[src/rtl/pipe_pkg.sv]
// Shared types and default widths for the pipeline stage register and its slots.
package pipe_pkg;

  localparam int PIPE_DATA_W = 128;
  localparam int PIPE_CTRL_W = 16;

  typedef enum logic [1:0] {
    EMPTY = 2'd0,
    ONE   = 2'd1,
    TWO   = 2'd2
  } pipe_state_e;

endpackage

[src/rtl/pipe_slot.sv]
// One storage slot: valid + payload + control, load-enabled, sync reset, ctrl cleared when invalid.
// Loading an invalid entry keeps the old payload so only the control field turns into a bubble.
module pipe_slot
  import pipe_pkg::*;
#(
  parameter int DATA_W = PIPE_DATA_W,
  parameter int CTRL_W = PIPE_CTRL_W
) (
  input  logic              clk,
  input  logic              reset_n,
  input  logic              ld_en,
  input  logic              vld_in,
  input  logic [DATA_W-1:0] data_in,
  input  logic [CTRL_W-1:0] ctrl_in,
  output logic              vld,
  output logic [DATA_W-1:0] data,
  output logic [CTRL_W-1:0] ctrl
);

  logic              vld_q, vld_d;
  logic [DATA_W-1:0] data_q, data_d;
  logic [CTRL_W-1:0] ctrl_q, ctrl_d;

  always_comb begin
    vld_d  = vld_q;
    data_d = data_q;
    ctrl_d = ctrl_q;
    if (ld_en) begin
      vld_d = vld_in;
      if (vld_in) begin
        data_d = data_in;
        ctrl_d = ctrl_in;
      end else begin
        ctrl_d = '0;
      end
    end
  end

  always_ff @(posedge clk) begin
    if (!reset_n) begin
      vld_q  <= 1'b0;
      data_q <= '0;
      ctrl_q <= '0;
    end else begin
      vld_q  <= vld_d;
      data_q <= data_d;
      ctrl_q <= ctrl_d;
    end
  end

  assign vld  = vld_q;
  assign data = data_q;
  assign ctrl = ctrl_q;

endmodule

[src/rtl/pipe_stage_reg.sv]
// Valid/ready pipeline stage register with flush-to-bubble; 1-cycle latency, full throughput.
// SKID=1 adds a skid slot so in_ready is registered; SKID=0 uses combinational in_ready.
module pipe_stage_reg
  import pipe_pkg::*;
#(
  parameter int DATA_W = PIPE_DATA_W,
  parameter int CTRL_W = PIPE_CTRL_W,
  parameter int SKID   = 1
) (
  input  logic              clk,
  input  logic              reset_n,
  input  logic              flush,
  input  logic              in_valid,
  output logic              in_ready,
  input  logic [DATA_W-1:0] in_data,
  input  logic [CTRL_W-1:0] in_ctrl,
  output logic              out_valid,
  input  logic              out_ready,
  output logic [DATA_W-1:0] out_data,
  output logic [CTRL_W-1:0] out_ctrl
);

  logic              push;
  logic              pop;
  logic              main_ld;
  logic              main_vld_in;
  logic [DATA_W-1:0] main_data_in;
  logic [CTRL_W-1:0] main_ctrl_in;

  // A flush cycle never accepts input, even when in_ready is high.
  assign push = in_valid && in_ready && !flush;
  assign pop  = out_valid && out_ready;

  pipe_slot #(
    .DATA_W (DATA_W),
    .CTRL_W (CTRL_W)
  ) u_main (
    .clk     (clk),
    .reset_n (reset_n),
    .ld_en   (main_ld),
    .vld_in  (main_vld_in),
    .data_in (main_data_in),
    .ctrl_in (main_ctrl_in),
    .vld     (out_valid),
    .data    (out_data),
    .ctrl    (out_ctrl)
  );

  if (SKID != 0) begin : g_skid
    pipe_state_e       state_q, state_d;
    logic              in_ready_q, in_ready_d;
    logic              skid_ld;
    logic              skid_vld_in;
    logic              skid_vld;
    logic [DATA_W-1:0] skid_data;
    logic [CTRL_W-1:0] skid_ctrl;

    pipe_slot #(
      .DATA_W (DATA_W),
      .CTRL_W (CTRL_W)
    ) u_skid (
      .clk     (clk),
      .reset_n (reset_n),
      .ld_en   (skid_ld),
      .vld_in  (skid_vld_in),
      .data_in (in_data),
      .ctrl_in (in_ctrl),
      .vld     (skid_vld),
      .data    (skid_data),
      .ctrl    (skid_ctrl)
    );

    always_comb begin
      state_d      = state_q;
      main_ld      = 1'b0;
      main_vld_in  = 1'b0;
      main_data_in = in_data;
      main_ctrl_in = in_ctrl;
      skid_ld      = 1'b0;
      skid_vld_in  = 1'b0;
      if (flush) begin
        state_d = EMPTY;
        main_ld = 1'b1;
        skid_ld = 1'b1;
      end else begin
        case (state_q)
          EMPTY: begin
            if (push) begin
              state_d     = ONE;
              main_ld     = 1'b1;
              main_vld_in = 1'b1;
            end
          end
          ONE: begin
            if (push && !pop) begin
              state_d     = TWO;
              skid_ld     = 1'b1;
              skid_vld_in = 1'b1;
            end else if (push && pop) begin
              main_ld     = 1'b1;
              main_vld_in = 1'b1;
            end else if (pop) begin
              state_d = EMPTY;
              main_ld = 1'b1;
            end
          end
          TWO: begin
            // Older skid entry moves up; the input is blocked by in_ready in this state.
            if (pop) begin
              state_d      = ONE;
              main_ld      = 1'b1;
              main_vld_in  = skid_vld;
              main_data_in = skid_data;
              main_ctrl_in = skid_ctrl;
              skid_ld      = 1'b1;
            end
          end
          default: state_d = EMPTY;
        endcase
      end
      in_ready_d = (state_d != TWO);
    end

    always_ff @(posedge clk) begin
      if (!reset_n) begin
        state_q    <= EMPTY;
        in_ready_q <= 1'b1;
      end else begin
        state_q    <= state_d;
        in_ready_q <= in_ready_d;
      end
    end

    assign in_ready = in_ready_q;
  end else begin : g_noskid
    // The main slot's valid bit is the whole EMPTY/ONE state here.
    assign in_ready = !out_valid || out_ready;

    always_comb begin
      main_ld      = 1'b0;
      main_vld_in  = 1'b0;
      main_data_in = in_data;
      main_ctrl_in = in_ctrl;
      if (flush) begin
        main_ld = 1'b1;
      end else if (push) begin
        main_ld     = 1'b1;
        main_vld_in = 1'b1;
      end else if (pop) begin
        main_ld = 1'b1;
      end
    end
  end

endmodule
[config.mk]
export PLATFORM = sky130hd
export DESIGN_NAME = pipe_stage_reg
export DESIGN_NICKNAME = d
export VERILOG_FILES = /design/src/rtl/pipe_pkg.sv /design/src/rtl/pipe_slot.sv /design/src/rtl/pipe_stage_reg.sv
export SDC_FILE = /design/constraint.sdc
export NUM_CORES = 1
export LEC_CHECK = 0
export ABC_AREA = 1
export CORE_AREA = 3 3 177 179
export DETAILED_ROUTE_END_ITERATION = 10
export DIE_AREA = 0 0 180 182
export GPL_TIMING_DRIVEN = 0
export PLACE_DENSITY = 0.77
export SYNTH_ARGS = -nofsm -noshare
export SYNTH_HDL_FRONTEND = slang
export SYNTH_SLANG_ARGS = --single-unit
[constraint.sdc]
create_clock -name clk -period 1.7 [get_ports clk]
set_input_delay 0.34 -clock clk [delete_from_list [all_inputs] [get_ports clk]]
set_output_delay 0.34 -clock clk [all_outputs]
set_load 0.02 [all_outputs]
==> flow_summary_export.csv, run 1 <==
group,metric,value,unit
status,outcome,"finished with violations",
status,violations,"negative setup slack",
routing,via_count,17200,
floorplan,dieArea,32800,µm²
power,power_density,718,nW/µm²
cts,clockRootBuffer,"clkbuf_16",
place,numPortBuffers,294,
yosys,synthesis.instances,2113,
routing,ant_nets,0,
global_routing,overflow,0,
global_routing,met1_usage,0.376,
timing,rsz0062_at_grt,"true",
timing,fmax,491,MHz
cts,cts_buffer_depth,3,
yosys,postSynthAreaPerCell,6.64,µm²
yosys,synthDistinctLibCells,21,
floorplan,die_h,182,µm
yosys,synth_nets,2266,
layout,synthToLayoutAreaGrowth,67.8,%
setup_path,cp_max_fo,11,
floorplan,core.rowCount,63,
cts,htree_levels,1,
setup_path,cp-end-kind,"flip-flop",
cts,path_clk_slew,0.06,ns
routing,drt_iter0_drc,1827,
job,max_cap_viol_count,0,
layout,layout_commonest_cell,"nand2_1",
global_routing,track_usage,0.310,
global_routing,grt_pass1_vias,16200,
timing,setup_viol,289,
layout,regArea,5870,µm²
place,dpl.hpwl,32200,µm
layout,layout_common_cells,"nand2_1, dfxtp_1, nand3_2",
timing,layout_setup_ws,-0.337,ns
timing,hold_viol,0,
layout,drive_above_1_share,0.344,
floorplan,ios,295,
layout,final_nets,2681,
yosys,ys_ff_latch,293,
timing,min_period,2.04,ns
floorplan,initial_utilization,0.472,
min_path,hp-class,"in -> reg",
global_routing,top_usage_layer,"met2",
timing,finalMaxSlewViolations,0,
place,routabilityCongestion,0.886,
timing,period_share,1.20,
setup_path,required,2.18,ns
setup_path,critPathArrivalTime,2.52,ns
routing,drc,0,
cts,hold_buffers,0,
routing,wl,60700,µm
cts,numCtsBuffers,31,
floorplan,coreArea,29700,µm²
layout,multiInputGateArea,9280,µm²
global_routing,use_met3,0.0763,
cts,clock-sinks,293,
timing,finClkSkew,0.0150,ns
power,p_leak,9.98,nW
global_routing,grt_max_degree,20,
cts,cts_tree,"done",
setup_path,path_class,"in -> reg",
yosys,syn_area,14000,µm²
layout,final_core_util,0.792,
power,max-vdd-ir-drop,752,µV
routing,drt-pass1-iter-count,6,
floorplan,dieWidth,180,µm
setup_path,startpoint_type,"input port",
global_routing,global_route.usage.met2,0.532,
global_routing,antenna_found_initial,5,
layout,fin_area,23500,µm²
yosys,synth.yosys.seq_area_share,0.418,
timing,relSlewSlack,0.463,
place,placed_area,17500,µm²
routing,via_per_inst,5.83,
yosys,ys_warn_count,0,
layout,nFillCells,1879,
global_routing,grt_pass1_wl,84200,µm
routing,wl_per_cell,20.6,µm
timing,worstMarginPinSlew,0.806,ns
cts,clock_latency,0.57,ns
[per-stage QoR]
stage	total power [W]	std cells	hold slack [ns]	setup TNS, ns	setup slack (ns)
2_1_floorplan	0.00827	2113	0.452	0	0.0651
3_3_place_gp	0.00918	2797	0.447	-200.18	-0.921
3_5_place_dp	0.00920	2797	0.453	-210.32	-0.955
4_1_cts	0.0165	2932	0.433	-26.72	-0.195
5_1_grt	0.0173	2943	0.451	-72.78	-0.409
6_report	0.0169	2944	0.449	-49.07	-0.337
[Yosys cell counts, drive strengths merged]
| library cell | n | area share |
|---|---|---|
| a21o | 1 | 0.00054 |
| nand2 | 575 | 0.16 |
| a21oi | 292 | 0.10 |
| clkbuf | 55 | 0.015 |
| buf | 133 | 0.056 |
| ha | 4 | 0.0036 |
| o21ai | 3 | 0.0011 |
| nor2 | 150 | 0.041 |
| dfxtp | 293 | 0.42 |
| a22oi | 1 | 0.00054 |
| clkinv | 1 | 0.00027 |
| nand3 | 454 | 0.16 |
| inv | 151 | 0.040 |
[where the power goes]
group          switching [W]  internal [W]
logic                0.00162       0.00123
registers          0.0000876       0.00700
clock network        0.00292       0.00403
total                0.00462        0.0123
[cell families (layout without fill, tap and decap cells)]
kind of cell | count (synthesis) | in the layout | share of synthesized area
and+or+nand+nor | 1179 | 1180 | 0.361
buffers and inverters | 340 | 778 | 0.111
AOI/OAI and AO/OA | 297 | 297 | 0.106
DFF | 293 | 293 | 0.418
adders and majority gates | 4 | 4 | 0.00357
other | 0 | 2 | 0
[worst max-delay path: stages]
cell	delay (ns)
clkdlybuf4s50_1	0.55
inv_4	0.30
buf_4	0.34
clkbuf_2	0.41
nand3_2	0.19
nand2_2	0.12
nand3_1	0.10
a21oi_1	0.15
[registers in the layout, summed over array words and instances (netlist names)]
name	count
u_main.vld	1
g_skid.u_skid.ctrl	16
in_ready	1
g_skid.state_q	2
g_skid.u_skid.vld	1
u_main.data	128
u_main.ctrl	16
g_skid.u_skid.data	128
[layer usage]
layer  share of wire  wire length [µm]
met2            0.48             29000
met3            0.10              6230
met5         0.00077                47
met4           0.054              3300
met1            0.36             22100
[area by class of cell]
type,count,share of cell area
multi-input cells,1481,0.395
flip-flops and latches,293,0.250
repair buffers,389,0.194
plain buffers,180,0.0727
clock buffers,48,0.0395
inverters,152,0.0246
well taps,390,0.0207
clock inverters,9,0.00415
diodes,2,0.000213
[timing repair]
| item | CTS | global route |
|---|---|---|
| cloned | 37 | 19 |
| setup endpoints to repair | 439 | 292 |
| pin swaps | 143 | 225 |
| setup buffers | 45 | 9 |
| hold endpoints to repair | 0 | 0 |
| resized for setup | 718 | 403 |
[final timing paths]
kind / start / endpoint / slack, ns / cells past startpoint
setup / recovery: flush / u_main.data[72]$_SDFFE_PN0P_ / -0.34 / 8
hold / removal: in_ctrl[12] / g_skid.u_skid.ctrl[12]$_SDFFE_PN0P_ / 0.45 / 5
setup reg to reg: g_skid.state_q[0]$_SDFF_PN0_ / u_main.data[63]$_SDFFE_PN0P_ / -0.32 / 13
hold reg to reg: u_main.data[115]$_SDFFE_PN0P_ / u_main.data[115]$_SDFFE_PN0P_ / 0.46 / 2
(Power assumes the default switching activity.)
==> run 2, diff against run 1 <==
Settings changed: CORE_AREA 3 3 177 179 to 2 2 176 178, DIE_AREA 0 0 180 182 to 0 0 178 180.
==> flow_summary_export.csv, run 2 (synthesized netlist as in run 1, its figures left out) <==
group,metric,value,unit
cts,cts_tree,"done",
layout,regArea,5870,µm²
layout,final_core_util,0.693,
routing,wl,49900,µm
routing,drt-pass1-iter-count,6,
power,p_leak,9.53,nW
floorplan,dieArea,32000,µm²
power,switching_share,0.259,
setup_path,required,2.12,ns
min_path,hp-class,"reg -> reg",
cts,clock_latency,0.51,ns
power,max-vdd-ir-drop,710,µV
routing,via_per_inst,5.36,
timing,period_share,1.07,
min_path,hold_path_depth,2,
routing,drt_iter0_drc,1544,
setup_path,cp-end-kind,"flip-flop",
floorplan,die_h,180,µm
layout,layout_common_cells,"nand2_1, nand3_1, dfxtp_1",
floorplan,dieWidth,178,µm
routing,drc,0,
timing,finClkSkew,0.0145,ns
layout,synthToLayoutAreaGrowth,49.2,%
power,p_int,0.0123,W
floorplan,initial_utilization,0.464,
setup_path,crit_slowest_cell,"dfxtp_2",
setup_path,r2r-end,"u_main.data[18]$_SDFFE_PN0P_",
floorplan,core.rowCount,64,
global_routing,grt_pass1_wl,72300,µm
setup_path,max_stage_delay,0.35,ns
cts,numCtsBuffers,34,
layout,multiInputGateArea,7560,µm²
timing,setup_viol,222,
layout,drive_above_1_share,0.189,
place,routabilityCongestion,0.878,
setup_path,r2r-start,"g_skid.state_q[0]$_SDFF_PN0_",
cts,clockRootBuffer,"clkbuf_16",
setup_path,rr_worst_depth,13,
routing,via_count,15600,
status,violations,"negative setup slack",
setup_path,cp_max_fo,6,
power,power_density,790,nW/µm²
setup_path,critPathArrivalTime,2.24,ns
timing,fmax,548,MHz
setup_path,r2r_slack,-0.12,ns
cts,path_clk_slew,0.06,ns
layout,final_nets,2645,
timing,finalMaxSlewViolations,0,
power,clkPwrFrac,0.426,
job,max_cap_viol_count,0,
min_path,whs_endpoint,"u_main.data[59]$_SDFFE_PN0P_",
power,p_switching,0.00429,W
timing,rsz0062_at_grt,"true",
timing,hold_viol,0,
setup_path,path_class,"reg -> reg",
global_routing,overflow,0,
global_routing,track_usage,0.279,
routing,wl_per_cell,17.1,µm
place,dpl.hpwl,31800,µm
timing,layout_setup_ws,-0.123,ns
timing,relSlewSlack,0.505,
timing,min_period,1.82,ns
setup_path,crit_chain,"inv_2, ha_4, inv_4, nor2_4, buf_6, nand2_4, nand3_4, nand2_4, buf_6, buf_12, clkbuf_16, nand2_1, a21oi_1",
global_routing,grt_max_degree,19,
global_routing,antenna_found_initial,6,
cts,htree_levels,2,
power,p_comb_frac,0.144,
power,seqPwrFrac,0.429,
timing,whs,0.453,ns
cts,clock-sinks,293,
layout,layout_commonest_cell,"nand2_1",
cts,cts_buffer_depth,3,
status,outcome,"finished with violations",
floorplan,ios,295,
min_path,worst_hold_startpoint,"u_main.data[59]$_SDFFE_PN0P_",
timing,worstMarginPinSlew,0.742,ns
floorplan,coreArea,30200,µm²
routing,ant_nets,0,
layout,nFillCells,2478,
setup_path,startpoint_type,"flip-flop",
global_routing,grt_pass1_vias,14100,
place,numPortBuffers,294,
## run 2: cell count changes in the layout (fill, tap and decap cells not counted), moves of 28 or more
cell,before,now
a21oi_2,108,80
nand2_1,375,489
nand3_1,195,410
a21oi_1,182,212
nand2_2,165,44
nand3_2,229,42
nand3_4,30,2
## run 2: timing repair
action	CTS	global route
gates resized for setup	309	355
hold buffers	0	0
gates cloned	3	26
setup buffers	16	7
pin swaps	7	21
endpoints found under the setup margin	439	288
## run 2: layer usage
| metal | vias to the layer above | routed length [µm] | track usage | share of wire |
|---|---|---|---|---|
| met5 | - | 13 | 0 | 0.00026 |
| met4 | 2 | 1630 | 0.104 | 0.033 |
| met3 | 113 | 4020 | 0.0639 | 0.081 |
| met2 | 619 | 23500 | 0.450 | 0.47 |
| met1 | 7290 | 20700 | 0.361 | 0.42 |
| li1 | 7603 | - | - | - |
## run 2: worst max-delay path, delay by kind of cell, from the launching register on
family,cells,cell delay [ns]
buf+inv,6,0.69
simple gates,5,0.37
flops,1,0.35
compound gates,1,0.16
fa+ha+maj,1,0.16
## run 2: area by class of cell
| class | instances | share of cell area |
|---|---|---|
| repair buffers | 345 | 0.176 |
| flip-flops and latches | 293 | 0.281 |
| plain buffers | 186 | 0.0793 |
| diodes | 5 | 0.000598 |
| clock buffers | 50 | 0.0474 |
| inverters | 152 | 0.0278 |
| clock inverters | 7 | 0.00305 |
| well taps | 396 | 0.0237 |
| multi-input cells | 1480 | 0.361 |
## run 2: how the worst max path moves through the flow
stage          slack, ns                         start                                  end  depth (start not counted)
3_3_place_gp       -0.94                         flush        u_main.data[125]$_SDFFE_PN0P_                          9
4_1_cts            -0.04  g_skid.state_q[0]$_SDFF_PN0_  g_skid.u_skid.data[25]$_SDFFE_PN0P_                         14
5_1_grt            -0.19  g_skid.state_q[0]$_SDFF_PN0_         u_main.data[18]$_SDFFE_PN0P_                         13
3_5_place_dp       -0.98                     out_ready          u_main.data[1]$_SDFFE_PN0P_                         10
6_report           -0.12  g_skid.state_q[0]$_SDFF_PN0_         u_main.data[18]$_SDFFE_PN0P_                         13
2_1_floorplan       0.07  g_skid.state_q[0]$_SDFF_PN0_         u_main.data[84]$_SDFFE_PN0P_                         11
## run 2: power by group through the flow
stage	Sequential [W]	Clock, W	Combinational, W
4_1_cts	0.00708	0.00710	0.00203
3_3_place_gp	0.00723	0	0.00195
5_1_grt	0.00711	0.00741	0.00256
6_report	0.00710	0.00705	0.00239
3_5_place_dp	0.00723	0	0.00197
2_1_floorplan	0.00736	0	0.000914
## run 2: metrics by stage
stage | power, W | TNS, ns | worst slack (ns) | std cells | area [µm²]
6_report | 0.0165 | -9.67 | -0.123 | 2914 | 20900
5_1_grt | 0.0171 | -22.92 | -0.185 | 2911 | 20900
4_1_cts | 0.0162 | -0.601 | -0.0388 | 2878 | 19000
3_5_place_dp | 0.00920 | -212.33 | -0.980 | 2803 | 17500
3_3_place_gp | 0.00918 | -204.08 | -0.935 | 2803 | 17500
2_1_floorplan | 0.00827 | 0 | 0.0651 | 2113 | 14000
